`src/rtl/arm_mc_controller.sv`:
```
// Multicycle ARM main control FSM: sequences the shared datapath, holds NZCV and gates all write enables.
// Optional ARM_MC_MEMWAIT_EN adds a MemReady input that stalls FETCH/MEMREAD/MEMWRITE until memory is ready.
module arm_mc_controller #(
    parameter int STATE_W = 4,
    parameter int PC_IDX  = 15
) (
    input  logic               clk,
    input  logic               reset,
`ifdef ARM_MC_MEMWAIT_EN
    input  logic               MemReady,
`endif
    input  logic [19:0]        Instr,
    input  logic [3:0]         ALUFlags,
    output logic               PCWrite,
    output logic               IRWrite,
    output logic               MemWrite,
    output logic               RegWrite,
    output logic               AdrSrc,
    output logic               ALUSrcA,
    output logic [1:0]         ALUSrcB,
    output logic [1:0]         ResultSrc,
    output logic [1:0]         ALUControl,
    output logic [1:0]         ImmSrc,
    output logic [1:0]         RegSrc,
    output logic [STATE_W-1:0] State
);
    localparam logic [STATE_W-1:0] FETCH    = STATE_W'(0);
    localparam logic [STATE_W-1:0] DECODE   = STATE_W'(1);
    localparam logic [STATE_W-1:0] MEMADR   = STATE_W'(2);
    localparam logic [STATE_W-1:0] MEMREAD  = STATE_W'(3);
    localparam logic [STATE_W-1:0] MEMWB    = STATE_W'(4);
    localparam logic [STATE_W-1:0] MEMWRITE = STATE_W'(5);
    localparam logic [STATE_W-1:0] EXECR    = STATE_W'(6);
    localparam logic [STATE_W-1:0] EXECI    = STATE_W'(7);
    localparam logic [STATE_W-1:0] ALUWB    = STATE_W'(8);
    localparam logic [STATE_W-1:0] BRANCH   = STATE_W'(9);

    logic [STATE_W-1:0] state_reg, state_next;
    logic [3:0]         flags_reg;
    logic [3:0]         cond, rd;
    logic [1:0]         op;
    logic [5:0]         funct;
    logic               mem_ready, cond_ex, no_write, wb_no_write, rd_is_pc, flag_upd;
    logic [1:0]         alu_dec;
    logic               flag_n, flag_z, flag_c, flag_v;
    logic               irwrite_m, pcwrite_m, memwrite_m, regwrite_m, adrsrc_m, alusrca_m;
    logic [1:0]         alusrcb_m, resultsrc_m, alucontrol_m;
    logic               unused_rn;

    assign cond      = Instr[19:16];
    assign op        = Instr[15:14];
    assign funct     = Instr[13:8];
    assign rd        = Instr[3:0];
    assign unused_rn = ^Instr[7:4];

`ifdef ARM_MC_MEMWAIT_EN
    assign mem_ready = MemReady;
`else
    assign mem_ready = 1'b1;
`endif

    assign {flag_n, flag_z, flag_c, flag_v} = flags_reg;

    always_comb begin
        case (cond)
            4'b0000: cond_ex = flag_z;
            4'b0001: cond_ex = ~flag_z;
            4'b0010: cond_ex = flag_c;
            4'b0011: cond_ex = ~flag_c;
            4'b0100: cond_ex = flag_n;
            4'b0101: cond_ex = ~flag_n;
            4'b0110: cond_ex = flag_v;
            4'b0111: cond_ex = ~flag_v;
            4'b1000: cond_ex = flag_c & ~flag_z;
            4'b1001: cond_ex = ~flag_c | flag_z;
            4'b1010: cond_ex = (flag_n == flag_v);
            4'b1011: cond_ex = (flag_n != flag_v);
            4'b1100: cond_ex = ~flag_z & (flag_n == flag_v);
            4'b1101: cond_ex = flag_z | (flag_n != flag_v);
            4'b1110: cond_ex = 1'b1;
            default: cond_ex = 1'b0;
        endcase
    end

    always_comb begin
        alu_dec  = 2'b00;
        no_write = 1'b0;
        case (funct[4:1])
            4'b0100: alu_dec = 2'b00;
            4'b0010: alu_dec = 2'b01;
            4'b0000: alu_dec = 2'b10;
            4'b1100: alu_dec = 2'b11;
            4'b1010: begin alu_dec = 2'b01; no_write = 1'b1; end
            default: begin alu_dec = 2'b00; no_write = 1'b1; end
        endcase
    end

    // The funct field only carries an ALU command for data-processing; loads always write back.
    assign wb_no_write = (op == 2'b00) & no_write;
    assign rd_is_pc    = (rd == 4'(PC_IDX));

    always_comb begin
        state_next = FETCH;
        case (state_reg)
            FETCH:    state_next = mem_ready ? DECODE : FETCH;
            DECODE: begin
                case (op)
                    2'b00:   state_next = funct[5] ? EXECI : EXECR;
                    2'b01:   state_next = MEMADR;
                    2'b10:   state_next = BRANCH;
                    default: state_next = FETCH;
                endcase
            end
            MEMADR:   state_next = funct[0] ? MEMREAD : MEMWRITE;
            MEMREAD:  state_next = mem_ready ? MEMWB : MEMREAD;
            MEMWRITE: state_next = mem_ready ? FETCH : MEMWRITE;
            EXECR:    state_next = ALUWB;
            EXECI:    state_next = ALUWB;
            default:  state_next = FETCH;
        endcase
    end

    always_comb begin
        irwrite_m    = 1'b0;
        pcwrite_m    = 1'b0;
        memwrite_m   = 1'b0;
        regwrite_m   = 1'b0;
        adrsrc_m     = 1'b0;
        alusrca_m    = 1'b0;
        alusrcb_m    = 2'b00;
        resultsrc_m  = 2'b00;
        alucontrol_m = 2'b00;
        case (state_reg)
            FETCH: begin
                irwrite_m   = 1'b1;
                pcwrite_m   = 1'b1;
                alusrca_m   = 1'b1;
                alusrcb_m   = 2'b10;
                resultsrc_m = 2'b10;
            end
            DECODE: begin
                alusrca_m   = 1'b1;
                alusrcb_m   = 2'b10;
                resultsrc_m = 2'b10;
            end
            MEMADR:   alusrcb_m = 2'b01;
            MEMREAD:  adrsrc_m = 1'b1;
            MEMWRITE: begin
                adrsrc_m   = 1'b1;
                memwrite_m = cond_ex;
            end
            EXECR:    alucontrol_m = alu_dec;
            EXECI: begin
                alusrcb_m    = 2'b01;
                alucontrol_m = alu_dec;
            end
            MEMWB: begin
                resultsrc_m = 2'b01;
                regwrite_m  = cond_ex & ~rd_is_pc & ~wb_no_write;
                pcwrite_m   = cond_ex & rd_is_pc;
            end
            ALUWB: begin
                regwrite_m = cond_ex & ~rd_is_pc & ~wb_no_write;
                pcwrite_m  = cond_ex & rd_is_pc;
            end
            BRANCH: begin
                alusrcb_m   = 2'b01;
                resultsrc_m = 2'b10;
                pcwrite_m   = cond_ex;
            end
            default: ;
        endcase
    end

    // Reset cycle presents a quiescent FETCH: no writes, fetch-path selects.
    assign IRWrite    = reset & irwrite_m;
    assign PCWrite    = reset & pcwrite_m;
    assign MemWrite   = reset & memwrite_m;
    assign RegWrite   = reset & regwrite_m;
    assign AdrSrc     = reset & adrsrc_m;
    assign ALUSrcA    = reset ? alusrca_m : 1'b1;
    assign ALUSrcB    = reset ? alusrcb_m : 2'b10;
    assign ResultSrc  = reset ? resultsrc_m : 2'b10;
    assign ALUControl = reset ? alucontrol_m : 2'b00;
    assign ImmSrc     = op;
    assign RegSrc     = {op == 2'b01, op == 2'b10};
    assign State      = reset ? state_reg : FETCH;

    assign flag_upd = ((state_reg == EXECR) || (state_reg == EXECI)) && cond_ex && funct[0];

    always_ff @(posedge clk) begin
        if (!reset) begin
            state_reg <= FETCH;
            flags_reg <= 4'b0000;
        end else begin
            state_reg <= state_next;
            if (flag_upd) begin
                flags_reg[3:2] <= ALUFlags[3:2];
                if (!alu_dec[1])
                    flags_reg[1:0] <= ALUFlags[1:0];
            end
        end
    end
endmodule

```
`config.mk`:
```
export PLATFORM = sky130hd
export DESIGN_NAME = arm_mc_controller
export DESIGN_NICKNAME = d
export VERILOG_FILES = /design/src/rtl/arm_mc_controller.sv
export SDC_FILE = /design/constraint.sdc
export NUM_CORES = 1
export LEC_CHECK = 0
export ABC_AREA = 1
export BUFFER_PORTS_ARGS = -buffer_cell sky130_fd_sc_hd__buf_4
export CORE_MARGIN = 10
export CORE_UTILIZATION = 39
export CTS_BUF_LIST = sky130_fd_sc_hd__clkbuf_16
export DETAILED_ROUTE_END_ITERATION = 12
export PLACE_DENSITY = 0.81
export SYNTH_ARGS = -nofsm -noshare
export SYNTH_HDL_FRONTEND = slang
export SYNTH_SLANG_ARGS = --single-unit
```
`constraint.sdc`:
```
create_clock -name clk -period 1.2 [get_ports clk]
set_input_delay 0.24 -clock clk [delete_from_list [all_inputs] [get_ports clk]]
set_output_delay 0.24 -clock clk [all_outputs]
set_load 0.01 [all_outputs]
```
# == After elaboration in Yosys (flattened, before gate mapping) ==
# Cells that the tools add are included.
# classes
eq_ne,32
muxes,21
bitwise_logic,20
reduce_logical,16
# op_table
cell,n
== test 4 bit (second input constant),12
== test 4 x 3 -> 1 bit (second input constant),9
== test 4 x 2 -> 1 bit (second input constant),5
one-hot mux 4 bit (5 select lines),1
one-hot mux 1 bit (15 select lines),1
zero test 4 bit,3
one-hot mux 4 bit (3 select lines),1
bitwise AND 1 bit,11
OR reduction 2 bit,5
== test 4 x 1 -> 1 bit (second input constant),2
2-to-1 mux 1 bit,8
2-to-1 mux 2 bit,4
one-hot mux 2 bit (2 select lines),2
inverter 1 bit,7
one-hot mux 2 bit (3 select lines),1
OR reduction 3 bit,2
2-to-1 mux 4 bit,1
OR reduction 4 bit,1
2-to-1 mux 3 bit,1
one-hot mux 1 bit (3 select lines),1
== test 2 x 1 -> 1 bit (second input constant),1
== test 2 bit (second input constant),1
logical AND 1 bit,2
zero test 2 bit,1
5 further kinds,6
# word_totals
register_bits,8
in_bits,26
out_inout_bits,20

# == Depth between registers and ports, before layout ==
# Gate-level depths: netlist of run 1.
# logic_depth
word_depth,8
ltp_mapped,12

# == Least setup slack after synthesis of run 1 ==
# OpenSTA, ideal clock, no wires.
# synth_path
path_kind,input port to output port
startpoint,input port Instr[16]
endpoint,output port RegWrite
t_arrival_ns,1.186
path_slack_ns,-0.226
cell_stages,8
path_buffers,1
path_cell_list,buf_2 -> o21ai_0 -> nand3_2 -> nand3_2 -> nor2_2 -> nand2_4 -> nand2_1 -> nor3_1
# synth_between
elab_chain_len,6
word_cells_on_any_way,20
classes_between,14 x eq/ne; 2 x mux; 3 x bitwise; 1 x reduce/logical
# synth_rtl
item,line_no,text
"start, declared",12,"input logic [19:0] Instr,"
== test 4 bit (tied with other cells),65,case (cond)
one-hot mux 1 bit (15 select lines) *,65,
bitwise AND 1 bit * (2 in a row),"159, 163",
2-to-1 mux 1 bit *,--,
bitwise AND 1 bit *,179,assign RegWrite = reset & regwrite_m;
"end, declared",17,"output logic RegWrite,"
# Every way passes the cells marked *; elsewhere a longest branch is shown, timed or not.

# == Worst setup path in the final report of run 1 ==
# layout_path
startpoint,register flags_reg[0]
endpoint,output port PCWrite
# layout_between
elab_chain_len,6
word_cells_on_any_way,9
classes_between,2 x eq/ne; 2 x mux; 5 x bitwise
# layout_rtl
item,line_no,text
"start, declared",39,logic [3:0] flags_reg;
"start signal, assigned",200,flags_reg[1:0] <= ALUFlags[1:0];
!= test 1 bit or == test 1 bit (tied branches),--,
bitwise OR 1 bit or bitwise AND 1 bit (tied branches),"79, 78",
one-hot mux 1 bit (15 select lines) *,65,
bitwise AND 1 bit,"160, 164",
one-hot mux 1 bit (3 select lines) *,133,case (state_reg)
bitwise AND 1 bit *,177,assign PCWrite = reset & pcwrite_m;
"end, declared",14,"output logic PCWrite,"
# Marks and branches as above.

==> results.yml, run 1 <==
floorplan:
  initial_core_util_pct: 40.9
  fp.dieW_um: 67.9
  rows: 17
  die_h_um: 67.9
  ios: 46
  core_mm2: 0.00219
  die-area_mm2: 0.00461
worst_setup_path:
  path_class: "flop to output pin"
  cp.arrival_ps: 1490
  critPathMaxFanout: 3
  max_stage_delay_ps: 350
  r2r-start: "flags_reg[0]"
  required_ps: 960
  worstPathCellList: "inv_4 -> nand2_4 -> nand2_1 -> nand2_1 -> a21boi_2 -> nor2_2 -> nand2_4 -> nand2_2 -> a21oi_2 -> buf_4"
  endpoint_kind: "output pin"
  cp-startpoint: "flags_reg[0]"
  cpMaxStageDelayCell: "dfxtp_4"
  cp-start-kind: "flop"
global_route:
  grt_pass1_vias: 1315
  antenna_found_initial: 0
  grt_pass1_wl_um: 5640
  overflow: 0
  grt_max_degree: 12
  track_usage_pct: 15.6
final_layout:
  fin_area_mm2: 0.00178
  n_fill_cell: 133
  drive_gt1_share_pct: 59.3
  final_nets: 264
  multiInputGateArea_um2: 762
  antenna_cells: 0
  regArea_um2: 179
  area_growth_pct: 98.5
power_and_ir_drop:
  powerDensity_mw_per_mm2: 777
  p_leak_uw: 0.000929
  ir_worst_vdd_mv: 0.544
clocking:
  tritoncts: "done"
  cts_root_buf: "clkbuf_16"
  clock_latency_ps: 240
  cts_max_level: 1
  postCtsHoldBufs: 0
  numCtsBuffers: 3
  clkTransAtPathRegs_ps: 40
  cts_buffer_depth: 2
  cts_sinks: 8
logic_synthesis:
  yosysSeqAreaShare_pct: 17.9
  ys_types: 23
  ys_warn_count: 0
  syn_nets: 190
  ys_ff_latch: 8
  netlist_area_um2: 896
  synth_cells: 164
  avgSynthCellArea_um2: 5.46
place:
  pre_cts_ws_ps: -329
  place_congestion: 0.862
  place_area_mm2: 0.00145
  hpwl_um: 2550
  port_buffers: 41
sta:
  worst_pin_slew_ps: 306
  setup_slack_ps: -527
  maxSlewHeadroom_pct: 79.4
  rsz0062_at_grt: "yes"
  slew_viol_final: 0
  fin_crit_sh_pct: 144
  final.setup.tns_ps: -5880
  fin_hold_ws_ps: 280
  skew_ps: 1.64
  setup_viol: 22
  finalCriticalPeriod_ps: 1730
  fmax_mhz: 579
  hold_violations: 0
detailed_routing:
  drtIter0Drc: 66
  vias: 1319
  viasPerCell: 5.00
  final_antenna_net_count: 0
  post_drt_wl_per_cell_um: 15.0
  routed_wl_um: 3950
  drc_errors: 0
  drt-pass1-iter-count: 7
min_path:
  hold_class: "input port to flop"
  min-delay-start: "ALUFlags[3]"
job:
  drv_cap: 0
run_status:
  status: "complete, but fails checks"
  violations: "setup timing"
[final cells by class]
class,instances,share of cell area [%]
multi-input cells,120,42.9
repair buffers,73,33.6
flip-flops and latches,8,10.1
inverters,32,7.32
clock buffers,3,4.22
well taps,28,1.97
[worst paths after layout]
path | to | slack, ps | depth (start not counted)
worst min-delay path | flags_reg[3] | 280 | 3
worst min register to register | flags_reg[3] | 530 | 2
worst max register to register | flags_reg[1] | -270 | 13
worst max-delay path | PCWrite | -530 | 10
[power by group]
part / leakage (uW) / internal (uW) / total [uW] / switching [uW]
registers: 0.0000693 / 271 / 284 / 12.5
clock network: 0.0000370 / 432 / 581 / 150
logic: 0.000823 / 245 / 517 / 272
total: 0.000929 / 947 / 1380 / 434
[cells by family (layout without fill, tap and decap cells)]
kind of cell | after synthesis | in the layout | synth area share [%]
buf+inv | 36 | 108 | 16.9
flops | 8 | 8 | 17.9
simple gates | 104 | 104 | 55.6
compound gates | 16 | 16 | 9.64
[cells in the final DEF (no fill, tap or decap), types with 5 or more instances in the layout]
cell type,n
inv_2,7
nor2_4,6
a21oi_2,5
nand3_1,11
nor2_1,16
buf_6,13
nand3_2,5
nand2_1,32
nand2_2,13
inv_1,20
buf_4,60
a21oi_1,5
nand2_4,6
[Yosys cell counts, drive strengths merged]
cell / n / area share, %
inv: 31 / 13
nor3: 3 / 1.7
nand3: 17 / 11
nand3b: 2 / 1.7
o21ai: 5 / 2.8
nand2: 51 / 23
a21oi: 10 / 5.6
a21boi: 1 / 1.3
nor4: 2 / 3.1
nand4: 3 / 2.1
nor2: 26 / 13
buf: 4 / 3.5
clkinv: 1 / 0.42
dfxtp: 8 / 18
[critical path, delay by kind of cell, from the launching register on]
| family | cells | cell delay (ps) |
|---|---|---|
| compound gates | 2 | 270 |
| buf+inv | 2 | 200 |
| flops | 1 | 350 |
| simple gates | 6 | 400 |
[per-layer routing]
layer	wire length (um)	GRT usage, %	up-vias
met5	0	0	-
met4	99	7.79	0
met3	334	6.20	9
met2	1940	26.0	55
met1	1570	16.8	603
li1	-	-	652
[metrics by stage]
step | util (%) | std cells | total power [uW]
finish | 81.2 | 264 | 1380
global route | 81.2 | 264 | 1440
CTS | 74.8 | 259 | 1300
detailed placement | 66.1 | 254 | 698
global placement | 66.1 | 254 | 691
floorplan | - | 164 | 492
[timing repair]
| action | in CTS | in global routing |
|---|---|---|
| setup endpoints to repair | 19 | 23 |
| buffers inserted | 3 | 6 |
| pin swaps | 13 | 9 |
| resized for setup | 37 | 30 |
No activity file was read; power rests on OpenSTA's default activity.
==> run 2, diff against run 1 <==
--- a/config.mk
+++ b/config.mk
@@ -9,9 +9,8 @@
 export BUFFER_PORTS_ARGS = -buffer_cell sky130_fd_sc_hd__buf_4
 export CORE_MARGIN = 10
 export CORE_UTILIZATION = 39
-export CTS_BUF_LIST = sky130_fd_sc_hd__clkbuf_16
 export DETAILED_ROUTE_END_ITERATION = 12
-export PLACE_DENSITY = 0.81
+export PLACE_DENSITY = 0.78
 export SYNTH_ARGS = -nofsm -noshare
 export SYNTH_HDL_FRONTEND = slang
 export SYNTH_SLANG_ARGS = --single-unit
==> constraint.sdc (replaced) <==
create_clock -name clk -period 2.05 [get_ports clk]
set_input_delay 0.41 -clock clk [delete_from_list [all_inputs] [get_ports clk]]
set_output_delay 0.41 -clock clk [all_outputs]
set_load 0.01 [all_outputs]
==> run 2 against run 1 <==
  * The flow now finishes without violations
  * Flip-flop and latch count did not move
  * Sequential power fell by 40%
  * Clock power fell by 79%
  * Design area fell by 29%
  * Combinational power fell by 63%
  * Largest power group is now combinational cells
==> results.yml, run 2 (same netlist as run 1, synthesis figures left out) <==
floorplan:
  die_h_um: 67.9
  rows: 17
  fp.dieW_um: 67.9
  ios: 46
  initial_core_util_pct: 40.9
  die-area_mm2: 0.00461
  core_mm2: 0.00219
detailed_routing:
  vias: 1137
  final_antenna_net_count: 0
  drt-pass1-iter-count: 5
  viasPerCell: 4.88
  post_drt_wl_per_cell_um: 11.9
  drtIter0Drc: 37
  routed_wl_um: 2770
  wl_met3_um: 201
  wl_met1_um: 1020
  top_layer_used: "met4"
  drc_errors: 0
  dr_wl_met2_um: 1550
clocking:
  postCtsSetupBuffers: 0
  tritoncts: "done"
  cts_sinks: 8
  numCtsBuffers: 3
  cts_root_buf: "clkbuf_4"
  clock_latency_ps: 250
  cts_max_level: 1
  clkTransAtPathRegs_ps: 50
  cts_buffer_depth: 2
place:
  place_area_mm2: 0.00121
  port_buffers: 41
  pre_cts_ws_ps: 132
  hpwl_um: 2340
  placedCellCount: 230
  place_congestion: 0.879
sta:
  setup_slack_ps: 116
  fin_crit_sh_pct: 94.4
  maxSlewHeadroom_pct: 71.1
  hold_violations: 0
  skew_ps: 3.79
  setup_viol: 0
  fin_hold_ws_ps: 437
  fmax_mhz: 517
  finalCriticalPeriod_ps: 1930
  slew_viol_final: 0
  worst_pin_slew_ps: 430
run_status:
  status: "finished, final reports clean"
worst_setup_path:
  endpoint_kind: "output pin"
  required_ps: 1640
  ff2ff_path_depth: 6
  path_class: "input port to output pin"
  critPathMaxFanout: 8
  cp.arrival_ps: 1520
  worstReg2RegEnd: "flags_reg[1]"
  r2r_slack_ps: 710
  r2r-start: "state_reg[1]"
  cp-start-kind: "input port"
  cp-startpoint: "Instr[19]"
final_layout:
  fin_area_mm2: 0.00127
  multiInputGateArea_um2: 608
  n_fill_cell: 228
  final_common_cell: "nand2_1"
  antenna_cells: 0
  post-route-util_pct: 57.8
  drive_gt1_share_pct: 35.1
  area_growth_pct: 41.3
  fin_cells: 233
  final_nets: 233
  regArea_um2: 165
  final_cell_mix: "nand2_1, buf_4, inv_1"
power_and_ir_drop:
  powerDensity_mw_per_mm2: 380
  p_leak_uw: 0.000689
  ir_worst_vdd_mv: 0.373
min_path:
  min_to: "flags_reg[3]"
  hold_class: "input port to flop"
  min-delay-start: "ALUFlags[3]"
  whs_path_depth: 3
global_route:
  grt_pass1_vias: 1125
  track_usage_pct: 11.9
  grt_max_degree: 13
  overflow: 0
  antenna_found_initial: 0
  grt_pass1_wl_um: 4440
job:
  drv_cap: 0
## run 2: changes by cell type in the layout (fill, tap and decap cells not counted), moves of 5 or more
cell and change:
buf_4 -18, buf_6 -13, nand2_1 +12, inv_1 +8, nand2_2 -7, nand2_4 -5
## run 2: final cells by class
| type | count | area share (%) |
|---|---|---|
| sequential | 8 | 13.0 |
| clock buffer | 3 | 1.78 |
| multi-input combinational | 120 | 48.0 |
| inverter | 32 | 9.49 |
| timing repair buffer | 42 | 24.9 |
| tap | 28 | 2.77 |
## run 2: timing repair
item / 4_1_cts / 5_1_grt
hold buffers: 0 / 0
setup endpoints to repair: 0 / 5
gates resized for setup: 0 / 12
## run 2: where the power goes
part	total, uW	internal, uW	switching (uW)
combinational	189	82.9	107
sequential	171	162	9.46
clock	120	67.0	53.3
total	481	311	169
## run 2: how the worst max path moves through the flow
stage / slack, ps / endpoint
finish: 120 / PCWrite
global route: -8 / PCWrite
CTS: 10 / RegWrite
detailed placement: 130 / RegWrite
global placement: 160 / RegWrite
floorplan: 280 / RegWrite
## run 2: through the flow
stage / power (uW) / TNS (ps)
final: 481 / 0
after detailed placement: 358 / 0
after global placement: 354 / 0
after floorplan: 276 / 0
after CTS: 484 / 0
after global routing: 518 / -8.16
## run 2: worst max-delay path: stages
cell and delay (ps):
buf_4 130, nand2_1 120, clkinv_1 90, nand3_1 110, nand2_1 60, nand2_1 70, nand2_2 60, nor2_4 100
nand2_4 100, nand2_1 70, a21oi_1 50, buf_4 150
## run 2: metal layers
metal  global-route usage, %  vias up
met5                       0        -
met4                    2.26        0
met3                    5.22        2
met2                    24.0       31
met1                    10.7      509
li1                        -      595
==> run 3, diff against run 2 <==
--- a/config.mk
+++ b/config.mk
@@ -6,11 +6,11 @@
 export NUM_CORES = 1
 export LEC_CHECK = 0
 export ABC_AREA = 1
-export BUFFER_PORTS_ARGS = -buffer_cell sky130_fd_sc_hd__buf_4
 export CORE_MARGIN = 10
 export CORE_UTILIZATION = 39
 export DETAILED_ROUTE_END_ITERATION = 12
-export PLACE_DENSITY = 0.78
+export DONT_BUFFER_PORTS = 1
+export PLACE_DENSITY = 0.61
 export SYNTH_ARGS = -nofsm -noshare
 export SYNTH_HDL_FRONTEND = slang
 export SYNTH_SLANG_ARGS = --single-unit
==> run 3 against run 2 <==
  * First-iteration DRC count rose by 57%
  * Non-clock buffer count fell by 41
  * Cell count down 18%
  * Fmax rose by 0.71%
  * Power down 14%
  * Count of clock-buffer cells in the layout unchanged
  * Critical path type is now flop to output pin
  * Largest cell class unchanged
  * Highest routed layer unchanged
==> results.yml, run 3 (same netlist as run 1, synthesis figures left out) <==
run_status:
  status: "finished, final reports clean"
detailed_routing:
  wl_met1_um: 938
  top_layer_used: "met4"
  wl_met3_um: 230
  routed_wl_um: 2460
  drtIter0Drc: 58
  vias: 972
  dr_wl_met2_um: 1270
  post_drt_wl_per_cell_um: 12.8
  viasPerCell: 5.06
  final_antenna_net_count: 0
  drc_errors: 0
  drt-pass1-iter-count: 4
global_route:
  overflow: 0
  grt_pass1_wl_um: 4060
  track_usage_pct: 11.2
  grt_max_degree: 13
  antenna_found_initial: 0
  grt_pass1_vias: 984
final_layout:
  final_common_cell: "nand2_1"
  area_growth_pct: 8.10
  multiInputGateArea_um2: 621
  final_cell_mix: "nand2_1, inv_1, nor2_1"
  drive_gt1_share_pct: 18.3
  regArea_um2: 163
  final_nets: 192
  antenna_cells: 0
  n_fill_cell: 259
sta:
  setup_viol: 0
  fin_hold_ws_ps: 267
  hold_violations: 0
  fin_crit_sh_pct: 93.7
  skew_ps: 9.18
  rsz0062_at_grt: "no"
  slew_viol_final: 0
  final.setup.tns_ps: 0
  worst_pin_slew_ps: 563
  maxSlewHeadroom_pct: 62.1
  finalCriticalPeriod_ps: 1920
  fmax_mhz: 521
worst_setup_path:
  endpoint_kind: "output pin"
  required_ps: 1640
  critPathMaxFanout: 8
  max_stage_delay_ps: 350
  cpMaxStageDelayCell: "dfxtp_2"
  path_class: "flop to output pin"
  cp-start-kind: "flop"
  worstPathCellList: "inv_1 -> nand2_2 -> nand3_1 -> nand2_1 -> nand2_1 -> nand2_2 -> nor2_4 -> nand2_4 -> nand2_2 -> nor3_4"
  cp.arrival_ps: 1510
  cp_common_cell: "nand2_2"
place:
  hpwl_um: 2080
  place_congestion: 0.845
  port_buffers: 0
floorplan:
  initial_core_util_pct: 40.9
  core_mm2: 0.00219
  ios: 46
  die-area_mm2: 0.00461
  fp.dieW_um: 67.9
  die_h_um: 67.9
  rows: 17
clocking:
  numCtsBuffers: 3
  postCtsSetupBuffers: 0
  cts_max_level: 1
  clock_latency_ps: 260
  cts_sinks: 8
  cts_root_buf: "clkbuf_4"
  postCtsHoldBufs: 0
  clkTransAtPathRegs_ps: 60
  tritoncts: "done"
  cts_buffer_depth: 2
power_and_ir_drop:
  ir_worst_vdd_mv: 0.453
  p_leak_uw: 0.000487
  powerDensity_mw_per_mm2: 426
min_path:
  hold_class: "input port to flop"
job:
  drv_cap: 0
## run 3: routing by layer
metal,track usage [%],vias up
met3,5.71,4
met1,10.5,430
met2,20.9,27
li1,-,511
met5,0,-
met4,2.76,0
## run 3: area by class of cell
type	instances	area share, %
clock buffers	3	2.33
inverters	32	12.4
multi-input cells	120	64.1
flip-flops and latches	8	16.8
well taps	28	3.62
repair buffers	1	0.775
## run 3: through the flow
stage | instances | total power [uW] | util [%] | worst slack (ps) | cell area, um^2
6_report | 192 | 412 | 44.2 | 129 | 968
5_1_grt | 192 | 445 | 44.2 | 1.25 | 968
4_1_cts | 192 | 413 | 42.7 | 35.6 | 935
3_5_place_dp | 189 | 288 | 41.4 | 221 | 907
3_3_place_gp | 189 | 287 | 41.4 | 236 | 907
2_1_floorplan | 164 | 276 | - | 284 | 896
## run 3: worst paths after layout
path / cells after the start / startpoint / endpoint / slack [ps]
worst max-delay path: 10 / flags_reg[3] / RegWrite / 130
worst min-delay path: 2 / reset / flags_reg[0] / 270
worst max register to register: 5 / state_reg[1] / flags_reg[1] / 720
worst min register to register: 2 / flags_reg[3] / flags_reg[3] / 480
## run 3: worst max-delay path: cells and delay by family (launching register included)
kind,cells,cell delay (ps)
flip-flops,1,350
buffers and inverters,1,70
AND/OR/NAND/NOR,9,830
## run 3: power breakdown
part           total [uW]  switching [uW]  internal (uW)
clock network         121            53.8           67.0
logic                 122            84.1           37.7
registers             170            8.78            161
total                 412             147            266
## run 3: timing repair
action / in CTS / in global routing
endpoints found under the hold margin: 0 / 0
gates resized for setup: 1 / 11
endpoints found under the setup margin: 1 / 5
pin swaps: 0 / 1
